File: src/rtl/id_ex_stage.sv
// ID/EX pipeline register with load-use hazard detection, bubble insertion
// and a saturating stall-cycle counter.
module id_ex_stage #(
    parameter int unsigned DW = 32,
    parameter int unsigned CW = 16
) (
    input  logic          clk,
    input  logic          reset_n,
    input  logic          id_RegDst,
    input  logic          id_ALUSrc,
    input  logic          id_MemtoReg,
    input  logic          id_RegWrite,
    input  logic          id_MemRead,
    input  logic          id_MemWrite,
    input  logic          id_Branch,
    input  logic [1:0]    id_ALUOp,
    input  logic          id_valid,
    input  logic [DW-1:0] id_pc4,
    input  logic [DW-1:0] id_rd1,
    input  logic [DW-1:0] id_rd2,
    input  logic [DW-1:0] id_imm,
    input  logic [4:0]    id_rs,
    input  logic [4:0]    id_rt,
    input  logic [4:0]    id_rd,
    input  logic          flush,
    output logic          ex_RegDst,
    output logic          ex_ALUSrc,
    output logic          ex_MemtoReg,
    output logic          ex_RegWrite,
    output logic          ex_MemRead,
    output logic          ex_MemWrite,
    output logic          ex_Branch,
    output logic [1:0]    ex_ALUOp,
    output logic          ex_valid,
    output logic [DW-1:0] ex_pc4,
    output logic [DW-1:0] ex_rd1,
    output logic [DW-1:0] ex_rd2,
    output logic [DW-1:0] ex_imm,
    output logic [4:0]    ex_rs,
    output logic [4:0]    ex_rt,
    output logic [4:0]    ex_rd,
    output logic          stall,
    output logic          pc_write,
    output logic          ifid_write,
    output logic [CW-1:0] stall_cnt
);

    logic raw_hz;
    logic bubble;

    assign raw_hz = ex_MemRead & ex_valid & id_valid & (ex_rt != 5'd0) &
                    ((ex_rt == id_rs) | (ex_rt == id_rt));
    // A wrong-path instruction being squashed must never freeze fetch.
    assign stall      = raw_hz & ~flush;
    assign pc_write   = ~stall;
    assign ifid_write = ~stall;
    assign bubble     = stall | flush | ~id_valid;

    always_ff @(posedge clk or negedge reset_n) begin
        if (!reset_n) begin
            ex_RegDst   <= 1'b0;
            ex_ALUSrc   <= 1'b0;
            ex_MemtoReg <= 1'b0;
            ex_RegWrite <= 1'b0;
            ex_MemRead  <= 1'b0;
            ex_MemWrite <= 1'b0;
            ex_Branch   <= 1'b0;
            ex_ALUOp    <= 2'b00;
            ex_valid    <= 1'b0;
        end else if (bubble) begin
            ex_RegDst   <= 1'b0;
            ex_ALUSrc   <= 1'b0;
            ex_MemtoReg <= 1'b0;
            ex_RegWrite <= 1'b0;
            ex_MemRead  <= 1'b0;
            ex_MemWrite <= 1'b0;
            ex_Branch   <= 1'b0;
            ex_ALUOp    <= 2'b00;
            ex_valid    <= 1'b0;
        end else begin
            // RegDst/MemtoReg are don't-care (X) unless the instruction writes back.
            ex_RegDst   <= id_RegDst & id_RegWrite;
            ex_ALUSrc   <= id_ALUSrc;
            ex_MemtoReg <= id_MemtoReg & id_RegWrite;
            ex_RegWrite <= id_RegWrite;
            ex_MemRead  <= id_MemRead;
            ex_MemWrite <= id_MemWrite;
            ex_Branch   <= id_Branch;
            ex_ALUOp    <= id_ALUOp;
            ex_valid    <= 1'b1;
        end
    end

    // Data fields load even on a bubble; the zeroed control qualifies them.
    always_ff @(posedge clk or negedge reset_n) begin
        if (!reset_n) begin
            ex_pc4 <= '0;
            ex_rd1 <= '0;
            ex_rd2 <= '0;
            ex_imm <= '0;
            ex_rs  <= 5'd0;
            ex_rt  <= 5'd0;
            ex_rd  <= 5'd0;
        end else begin
            ex_pc4 <= id_pc4;
            ex_rd1 <= id_rd1;
            ex_rd2 <= id_rd2;
            ex_imm <= id_imm;
            ex_rs  <= id_rs;
            ex_rt  <= id_rt;
            ex_rd  <= id_rd;
        end
    end

    always_ff @(posedge clk or negedge reset_n) begin
        if (!reset_n) begin
            stall_cnt <= '0;
        end else if (stall && (stall_cnt != {CW{1'b1}})) begin
            stall_cnt <= stall_cnt + 1'b1;
        end
    end

endmodule

File: config.mk
export PLATFORM = sky130hd
export DESIGN_NAME = id_ex_stage
export DESIGN_NICKNAME = d
export VERILOG_FILES = /design/src/rtl/id_ex_stage.sv
export SDC_FILE = /design/constraint.sdc
export NUM_CORES = 1
export LEC_CHECK = 0
export CAP_MARGIN = 10
export CORE_AREA = 2 2 128 130
export DETAILED_ROUTE_END_ITERATION = 16
export DIE_AREA = 0 0 130 132
export GPL_TIMING_DRIVEN = 0
export PLACE_DENSITY = 0.74
export SYNTH_ARGS = -nofsm -noshare
export SYNTH_HDL_FRONTEND = slang
export SYNTH_SLANG_ARGS = --single-unit
export TNS_END_PERCENT = 5
File: constraint.sdc
create_clock -name clk -period 5.2 [get_ports clk]
set_input_delay 0.52 -clock clk [delete_from_list [all_inputs] [get_ports clk]]
set_output_delay 0.52 -clock clk [all_outputs]
set_load 0.01 [all_outputs]
==> run summary, run 1 <==
status: completed
RSZ-0062 raised after global routing: false
Worst Path Arrival: 2860 ps
area grow syn2layout: 84.27%
Buffers on Ports: 327
worst vdd ir: 0.2115 mV
cells after synthesis: 261
H-tree lvl count: 4
sequential-to-total area share from yosys stat: 86.33%
CP Cell Sequence: clkdlybuf4s50_1 -> xnor2_1 -> nand3_1 -> o22ai_2 -> buf_2 -> nand3_1 -> buf_4 -> clkdlybuf4s50_1
row cnt: 46
Min-Delay Path Class: in2async
Final setup viols: 0
vias in the first global route: 3,876
flop2flop setup slack: 3170 ps
Core Footprint: 15,710 um^2
Vias/cell: 4.186
worst-skew pair later-pin latency: 410 ps
Worst Slack Setup Final: 1816 ps
Mean Syn Cell Area: 18.77 um^2
crit end category: output pin
share of cells above drive strength 1: 6.613%
Sink Count: 169
DR WL/cell: 17.67 um
kind of critical path: in2out
DR vias: 3,504
PwrDens: 321.1 nW/um^2
Post-DRT Antenna Nets: 0
Final Hold Slack: 57.20 ps
total gr overflow: 0
die area: 17,160 um^2
Finished Layout Cells: 837
dpl cells: 805
Buf+Inv Stages, Crit Path: 4
reg2reg start: stall_cnt[0]
CTS Buffer Depth: 2
CTS Hold Bufs: 0
critical path peak fanout: 10
total chip power: 2.898 mW
EDFF count, synth: 0
synthesized area: 4898 um^2
FF+latch area: 4229 um^2
Post-synth ARST share: 100.0%
Worst setup SP type: primary input
antenna violations before repair: 1
crit share post-route: 65.08%
Initial Util: 31.18%
# Max-Cap Violations: 0
io pins: 328
number of buffers created by CTS: 17
die height: 132 um
post-cts sizing count: 0
Filler Cells Inserted: 1,247
Yosys reg bits: 169
dpl hpwl: 11,730 um
first-pass GRT wire length: 21,760 um
Tmin final: 3384 ps
final instance area: 9026 um^2
multi-input logic area: 653.1 um^2
Req. time, crit path: 4680 ps
Synth Flop Type: dfrtp_1
DR iter-0 viols: 108
Crit path max-delay family: buffers and inverters
Leakage: 3.805 nW
max_slew headroom: 65.13%
First-pass DRT Iterations: 4
Worst-path clk slew: 70 ps
Post-Route WL: 14,790 um
dpl ws: 1806 ps
GPL Wtd Cong: 0.7721
nets@finish: 765
syn nets: 418
GRT Total Usage: 17.13%
DRC: 0
Final Slew Violations: 0
slowest CP cell: clkdlybuf4s50_1
TritonCTS clock tree: yes
unique cell type count in the Yosys netlist: 30
clock root buffer: clkbuf_16
Yosys Warn Count: 0
commonest non-fill, non-tap cell in the layout: clkdlybuf4s50_1
worst setup path start: id_rs[2]
cell count along the critical path: 8
most frequent cells in the layout: clkdlybuf4s50_1 (326), dfrtp_1 (169), xnor2_1 (23)
largest net degree at the start of global routing: 102
cells on worst reg2reg path: 6
f_max: 0.2955 GHz
clk_skew: 5.274 ps
post-CTS setup buffers: 0
Worst-Margin Slew: 523.1 ps
Final Hold Fails: 0
CP peak stage delay: 520 ps
r2r endpoint: stall_cnt[1]
crit path to: pc_write
DP Area: 8474 um^2
Die X: 130 um
## layer usage
metal / vias up / routed length (um) / track usage (%)
met5: - / 0 / 0
met4: 0 / 303 / 6.571
met3: 20 / 1338 / 6.899
met2: 187 / 7950 / 30.77
met1: 1734 / 5201 / 17.61
li1: 1563 / - / -
## how the worst min path moves through the flow
stage                        end  depth (start not counted)         start
finish                ex_imm[11]                          1       reset_n
CTS                   ex_rd2[19]                          1       reset_n
detailed placement  stall_cnt[9]                          1  stall_cnt[9]
floorplan            ex_ALUOp[0]                          0       reset_n
global placement    stall_cnt[7]                          1  stall_cnt[7]
global route          ex_rd1[21]                          1       reset_n
## registers in the layout (all words and copies together) (netlist names)
register / flops
ex_rs: 5
ex_MemtoReg: 1
ex_Branch: 1
ex_MemWrite: 1
stall_cnt: 16
ex_RegWrite: 1
ex_rt: 5
ex_imm: 32
ex_MemRead: 1
ex_rd2: 32
ex_ALUSrc: 1
ex_pc4: 32
ex_rd1: 32
ex_RegDst: 1
ex_valid: 1
ex_ALUOp: 2
ex_rd: 5
## report_power, final
group	internal (mW)	leakage (nW)	total [mW]	switching [mW]
combinational	0.212	1.52	0.327	0.114
clock	0.666	0.260	1.18	0.510
sequential	1.37	2.02	1.40	0.0215
total	2.25	3.81	2.90	0.646
## Yosys cell counts (2+ instances only)
master   count  area share (%)
and4_1       2            0.36
and2_1       7            0.89
nand2_1      6            0.46
and3_1      10             1.3
nand3_1     13             1.3
xnor2_1     23             4.1
dfrtp_1    169              86
a21oi_1      2            0.20
nor2_1       3            0.23
nand4_1      6            0.77
## cells by family (layout without fill, tap and decap cells)
group           after synthesis  after routing  share of synthesized area (%)
mux                           1              1                         0.3064
xor+xnor                     24             24                          4.291
compound gates                9              9                          1.941
fa+ha+maj                     1              1                         0.2554
other cells                   0              1                              0
buf+inv                       3            362                         0.3319
simple gates                 54             54                          6.539
flops                       169            169                          86.33
## metrics by stage
stage               TNS (ps)  utilization (%)
finish                     0            57.45
CTS                        0            57.43
detailed placement         0            53.93
floorplan                  0                -
global placement     -473420            53.73
global route               0            57.45
## layout make-up
type	count	area share, %
timing repair buffer	328	36.62
inverter	1	0.04159
multi-input combinational	89	7.236
clock inverter	11	1.248
buffer	2	0.1386
clock buffer	20	4.838
sequential	169	46.85
tap	216	2.994
antenna	1	0.02772
Power figures use the tool's default switching activity.
==> inputs of run 2 (changes only) <==
--- a/config.mk
+++ b/config.mk
@@ -6,11 +6,11 @@
 export NUM_CORES = 1
 export LEC_CHECK = 0
 export CAP_MARGIN = 10
-export CORE_AREA = 2 2 128 130
+export CORE_AREA = 2 2 129 131
 export DETAILED_ROUTE_END_ITERATION = 16
-export DIE_AREA = 0 0 130 132
+export DIE_AREA = 0 0 131 133
 export GPL_TIMING_DRIVEN = 0
-export PLACE_DENSITY = 0.74
+export PLACE_DENSITY = 0.73
 export SYNTH_ARGS = -nofsm -noshare
 export SYNTH_HDL_FRONTEND = slang
 export SYNTH_SLANG_ARGS = --single-unit
==> constraint.sdc (replaced) <==
create_clock -name clk -period 3.3 [get_ports clk]
set_input_delay 0.33 -clock clk [delete_from_list [all_inputs] [get_ports clk]]
set_output_delay 0.33 -clock clk [all_outputs]
set_load 0.01 [all_outputs]
==> run summary, run 2 (same netlist as run 1, synthesis figures left out) <==
dpl ws: 284.7 ps (was 1806 ps)
Buf+Inv Stages, Crit Path: 3 (was 4)
DR vias: 3,502 (was 3,504)
Buffers on Ports: 327 (unchanged)
die area: 17,420 um^2 (was 17,160 um^2)
DR iter-0 viols: 104 (was 108)
min-delay src: id_imm[23]
hold depth: 1
GRT Total Usage: 16.87% (was 17.13%)
slowest CP cell: clkdlybuf4s50_1 (unchanged)
crit end category: output pin (unchanged)
DR WL/cell: 17.13 um (was 17.67 um)
area grow syn2layout: 85.77% (was 84.27%)
CP Cell Sequence: xnor2_1 -> nand3_1 -> o22ai_2 -> buf_2 -> nand3_1 -> buf_4 -> clkdlybuf4s50_1 (was clkdlybuf4s50_1 -> xnor2_1 -> nand3_1 -> o22ai_2 -> buf_2 -> nand3_1 -> buf_4 -> clkdlybuf4s50_1)
clock root buffer: clkbuf_16 (unchanged)
Crit path max-delay family: buffers and inverters (unchanged)
Core Footprint: 16,170 um^2 (was 15,710 um^2)
r2r endpoint: stall_cnt[1] (unchanged)
Sink Count: 169 (unchanged)
worst vdd ir: 0.3488 mV (was 0.2115 mV)
worst-skew pair later-pin latency: 410 ps (about the same)
Die X: 131 um (was 130 um)
GPL Wtd Cong: 0.8144 (was 0.7721)
antenna violations before repair: 0 (was 1)
largest net degree at the start of global routing: 92 (was 102)
Leakage: 3.845 nW (was 3.805 nW)
Final setup viols: 0 (unchanged)
most frequent cells in the layout: clkdlybuf4s50_1 (326), dfrtp_1 (169), xnor2_1 (23) (unchanged)
vias in the first global route: 3,782 (was 3,876)
TritonCTS clock tree: yes (unchanged)
H-tree lvl count: 4 (unchanged)
Post-Route WL: 14,420 um (was 14,790 um)
Worst-path clk slew: 70 ps (about the same)
nets@finish: 766 (was 765)
Post-DRT Antenna Nets: 0 (unchanged)
Vias/cell: 4.159 (was 4.186)
critical path peak fanout: 10 (unchanged)
PwrDens: 523.3 nW/um^2 (was 321.1 nW/um^2)
first-pass GRT wire length: 21,530 um (was 21,760 um)
Worst Hold End: ex_imm[23]
First-pass DRT Iterations: 4 (unchanged)
clk_skew: 4.644 ps (was 5.274 ps)
post-layout util: 56.27% (was 57.45%)
Worst setup SP type: register (was primary input)
share of cells above drive strength 1: 6.913% (was 6.613%)
kind of critical path: reg2out (was in2out)
DRC: 0 (unchanged)
dpl hpwl: 11,240 um (was 11,730 um)
max_slew headroom: 51.48% (was 65.13%)
Final Slew Violations: 0 (unchanged)
cells on worst reg2reg path: 5 (was 6)
diodes inserted: 0 (was 1)
status: completed (unchanged)
Worst path most repeated cell: nand3_1
CP peak stage delay: 470 ps (was 520 ps)
# Max-Cap Violations: 0 (unchanged)
number of buffers created by CTS: 17 (unchanged)
Worst Path Arrival: 2690 ps (was 2860 ps)
f_max: 0.3308 GHz
Initial Util: 30.29% (was 31.18%)
total gr overflow: 0 (unchanged)
row cnt: 47 (was 46)
Req. time, crit path: 2970 ps (was 4680 ps)
RSZ-0062 raised after global routing: false (unchanged)
post-CTS setup buffers: 0 (unchanged)
Final Hold Fails: 0 (unchanged)
crit share post-route: 91.60%
Worst-Margin Slew: 727.7 ps (was 523.1 ps)
Min-Delay Path Class: in2reg (was in2async)
reg2reg start: stall_cnt[4] (was stall_cnt[0])
flop2flop setup slack: 1290 ps (was 3170 ps)
commonest non-fill, non-tap cell in the layout: clkdlybuf4s50_1 (unchanged)
CTS Buffer Depth: 2 (unchanged)
Worst Slack Setup Final: 277.2 ps (was 1816 ps)
Tmin final: 3023 ps
die height: 133 um (was 132 um)
setup TNS: 0 ps (unchanged)
io pins: 328 (unchanged)
## run 2: worst max path at each step
stage | startpoint | endpoint | depth (start not counted)
CTS | ex_rt[0] | pc_write | 7
floorplan | ex_rt[0] | pc_write | 6
detailed placement | id_rs[0] | pc_write | 8
global route | ex_rt[0] | pc_write | 7
finish | ex_rt[0] | pc_write | 7
global placement | reset_n | ex_imm[5] | 1
## run 2: cell type report
cell class / count / area, um^2
Buffer: 2 / 12.51
Clock buffer: 19 / 432.9
Clock inverter: 13 / 181.4
Fill cell: 1279 / 7072
Inverter: 1 / 3.754
Multi-Input combinational cell: 89 / 653.1
Sequential cell: 169 / 4229
Tap cell: 220 / 275.3
Timing Repair Buffer: 329 / 3312
## run 2: worst register-to-register path: stages (launching register included)
cell      delay, ps
dfrtp_1         450
and4_1          270
and3_1          230
a211oi_2        430
and2_4          240
mux2_4          290
## run 2: metrics by stage
step	instance area [um^2]	power [mW]	hold slack, ps	cells
detailed placement	8476	2.758	419.1	809
global route	9100	4.978	321.9	842
finish	9100	4.762	350.0	842
global placement	8447	2.743	484.8	808
CTS	9100	4.844	321.8	842
floorplan	4898	2.313	34.41	261
## run 2: what timing repair did
item | CTS | global route
gates resized for setup | 0 | 0
hold endpoints to repair | 78 | 0
hold buffers | 1 | 0
## run 2: power breakdown
| part | total [mW] | switching (mW) | internal (mW) |
|---|---|---|---|
| logic | 0.514 | 0.179 | 0.335 |
| registers | 2.20 | 0.0324 | 2.16 |
| clock network | 2.05 | 0.835 | 1.22 |
## run 2: layer usage
metal | part of all wire, % | track usage [%] | vias up
met5 | 0 | 0 | -
met4 | 3.7 | 8.688 | 0
met3 | 9.7 | 6.268 | 33
met2 | 51 | 28.35 | 185
met1 | 36 | 18.45 | 1720
li1 | - | - | 1564
==> inputs of run 3 (changes only) <==
--- a/config.mk
+++ b/config.mk
@@ -5,12 +5,13 @@
 export SDC_FILE = /design/constraint.sdc
 export NUM_CORES = 1
 export LEC_CHECK = 0
+export ABC_AREA = 1
 export CAP_MARGIN = 10
-export CORE_AREA = 2 2 129 131
+export CORE_AREA = 2 2 127 129
 export DETAILED_ROUTE_END_ITERATION = 16
-export DIE_AREA = 0 0 131 133
+export DIE_AREA = 0 0 129 131
 export GPL_TIMING_DRIVEN = 0
-export PLACE_DENSITY = 0.73
+export PLACE_DENSITY = 0.76
 export SYNTH_ARGS = -nofsm -noshare
 export SYNTH_HDL_FRONTEND = slang
 export SYNTH_SLANG_ARGS = --single-unit
==> run summary, run 3 <==
Post-Route WL: 16,260 um (was 14,420 um)
CTS Buffer Depth: 2 (unchanged)
Worst-path clk slew: 70 ps (about the same)
cell accounting for the most synthesized area: dfrtp_1 (unchanged)
share of cells above drive strength 1: 6.925% (was 6.913%)
commonest non-fill, non-tap cell in the layout: clkdlybuf4s50_1 (unchanged)
post-cts sizing count: 0 (unchanged)
crit end category: output pin (unchanged)
Yosys reg bits: 169 (unchanged)
Area contributors post-synth: dfrtp_1 (82%), nand2_1 (6.1%), inv_1 (2.0%) (was dfrtp_1 (86%), xnor2_1 (4.1%), nand3_1 (1.3%))
top-area cell type share of the netlist area: 82.36% (was 86.33%)
Filler Cells Inserted: 1,193 (was 1,279)
nets@finish: 866 (was 766)
post-CTS setup buffers: 0 (unchanged)
RSZ-0062 raised after global routing: false (unchanged)
GRT Total Usage: 19.70% (was 16.87%)
worst vdd ir: 0.3370 mV (was 0.3488 mV)
Die X: 129 um (was 131 um)
DR iter-0 viols: 206 (was 104)
most frequent cell after synthesis: dfrtp_1 (unchanged)
DR vias: 3,992 (was 3,502)
Buffers on Ports: 327 (unchanged)
DRC: 0 (unchanged)
synthesized area: 5135 um^2 (was 4898 um^2)
# Max-Cap Violations: 0 (unchanged)
dpl hpwl: 12,680 um (was 11,240 um)
sequential-to-total area share from yosys stat: 82.36% (was 86.33%)
Worst Path Arrival: 2060 ps (was 2690 ps)
first-pass GRT wire length: 24,250 um (was 21,530 um)
Min-Delay Path Class: in2reg (unchanged)
total gr overflow: 0 (unchanged)
slowest CP cell: clkdlybuf4s50_1 (unchanged)
max_slew headroom: 58.65% (was 51.48%)
antenna violations before repair: 7 (was 0)
Core Footprint: 15,600 um^2 (was 16,170 um^2)
gr busiest metal: met2 (unchanged)
GPL Wtd Cong: 0.9023 (was 0.8144)
EDFF count, synth: 0 (unchanged)
Worst setup SP type: primary input (was register)
First-pass DRT Iterations: 4 (unchanged)
unique cell type count in the Yosys netlist: 20 (was 30)
CTS Hold Bufs: 1 (unchanged)
die area: 16,900 um^2 (was 17,420 um^2)
cells after synthesis: 361 (was 261)
CP peak stage delay: 520 ps (was 470 ps)
Yosys Warn Count: 0 (unchanged)
most frequent cells in the layout: clkdlybuf4s50_1 (326), dfrtp_1 (169), nand2_1 (84) (was clkdlybuf4s50_1 (326), dfrtp_1 (169), xnor2_1 (23))
area grow syn2layout: 82.48% (was 85.77%)
clock root buffer: clkbuf_16 (unchanged)
kind of critical path: in2out (was reg2out)
Worst-Margin Slew: 620.3 ps (was 727.7 ps)
DP Area: 8707 um^2 (was 8476 um^2)
Final Slew Violations: 0 (unchanged)
Synth Flop Type: dfrtp_1 (unchanged)
Vias/cell: 4.238 (was 4.159)
worst-skew pair later-pin latency: 420 ps (was 410 ps)
io pins: 328 (unchanged)
TritonCTS clock tree: yes (unchanged)
Req. time, crit path: 2970 ps (about the same)
multi-input logic area: 740.7 um^2 (was 653.1 um^2)
DR WL/cell: 17.26 um (was 17.13 um)
met1 Use GR: 20.93% (was 18.45%)
Post-DRT Antenna Nets: 0 (unchanged)
die height: 131 um (was 133 um)
Leakage: 4.112 nW (was 3.845 nW)
total chip power: 4.843 mW (was 4.762 mW)
Post-synth ARST share: 100.0% (unchanged)
status: completed (unchanged)
Initial Util: 32.92% (was 30.29%)
number of buffers created by CTS: 17 (unchanged)
Final Hold Fails: 0 (unchanged)
most frequent cells after synthesis: dfrtp_1 (169), nand2_1 (84), inv_1 (28), nor2_1 (20), nand3_1 (13) (was dfrtp_1 (169), xnor2_1 (23), nand3_1 (13), and3_1 (10), and2_1 (7))
largest net degree at the start of global routing: 105 (was 92)
clk_skew: 5.868 ps (was 4.644 ps)
final instance area: 9370 um^2 (was 9100 um^2)
row cnt: 46 (was 47)
Sink Count: 169 (unchanged)
Final setup viols: 0 (unchanged)
grt met2 use: 31.53% (was 28.35%)
crit share post-route: 72.28% (was 91.60%)
f_max: 0.4193 GHz (was 0.3308 GHz)
FF+latch area: 4229 um^2 (unchanged)
Mean Syn Cell Area: 14.22 um^2 (was 18.77 um^2)
vias in the first global route: 4,379 (was 3,782)
Tmin final: 2385 ps (was 3023 ps)
PwrDens: 516.9 nW/um^2 (was 523.3 nW/um^2)
CP Cell Sequence: clkdlybuf4s50_1 -> inv_1 -> nand2_1 -> nand2_1 -> nor2_1 -> nand3_1 -> nand2_2 -> nand3_4 -> buf_4 -> clkdlybuf4s50_1 (was xnor2_1 -> nand3_1 -> o22ai_2 -> buf_2 -> nand3_1 -> buf_4 -> clkdlybuf4s50_1)
syn nets: 518 (was 418)
M3 GR Usage: 11.89% (was 6.268%)
critical path peak fanout: 4 (was 10)
H-tree lvl count: 4 (unchanged)
-- run 3: changes by cell type in the layout (fill, tap and decap cells not counted), sizes merged, moves of 2 or more --
cell / previous run / this run
and4: 2 / 0
xor2: 1 / 8
and3: 10 / 0
inv: 7 / 42
diode: 0 / 4
nor3: 1 / 9
xnor2: 23 / 7
nand2: 6 / 85
nor2: 3 / 21
and2: 8 / 0
a21oi: 3 / 0
-- run 3: stage by stage --
| stage | hold slack (ps) | std cells | worst slack, ps | TNS [ps] | utilization [%] |
|---|---|---|---|---|---|
| 2_1_floorplan | 34.41 | 361 | 1710 | 0 | - |
| 3_3_place_gp | 524.5 | 904 | -4466 | -752650 | 55.64 |
| 3_5_place_dp | 351.4 | 905 | 916.0 | 0 | 55.82 |
| 4_1_cts | 316.8 | 938 | 891.9 | 0 | 60.01 |
| 5_1_grt | 311.2 | 939 | 782.3 | 0 | 60.03 |
| 6_report | 334.0 | 942 | 914.9 | 0 | 60.08 |
-- run 3: per-layer routing --
layer | vias to the layer above | wire [um] | share of wire, %
li1 | 1807 | - | -
met1 | 1949 | 5819 | 36
met2 | 198 | 8008 | 49
met3 | 36 | 1910 | 12
met4 | 2 | 507 | 3.1
met5 | - | 13 | 0.080
-- run 3: worst max-delay path, delay by kind of cell --
kind,cells,cell delay [ps]
simple gates,6,520
buf+inv,4,1190
-- run 3: final cells by class --
cell class	count	area share, %
antenna	4	0.1068
buffer	3	0.2804
clock buffer	18	4.687
clock inverter	14	2.177
inverter	37	1.482
multi-input combinational	152	7.905
sequential	169	45.13
tap	216	2.884
timing repair buffer	329	35.35
-- run 3: final timing paths --
path	depth (start not counted)	end	startpoint	slack, ps
max reg2reg	8	stall_cnt[6]	stall_cnt[0]	1470
min reg2reg	2	stall_cnt[5]	stall_cnt[5]	550
max in group asynchronous	3	ex_imm[28]	reset_n	1910
max	10	pc_write	id_rs[1]	910
min	1	ex_rd2[10]	id_rd2[10]	330
min in group asynchronous	2	stall_cnt[8]	reset_n	470
-- run 3: report_power, final --
group / internal (mW) / total (mW) / switching, mW
clock: 1.25 / 2.13 / 0.881
sequential: 2.16 / 2.20 / 0.0322
combinational: 0.330 / 0.517 / 0.186
-- run 3: cell families (layout without fill, tap and decap cells) --
family	after synthesis	after routing	synth area share, %
simple gates	135	135	11.48
xor+xnor	15	15	2.559
fa+ha+maj	1	1	0.2436
compound gates	1	1	0.1463
other cells	0	4	0
buf+inv	40	401	3.216
flops	169	169	82.36
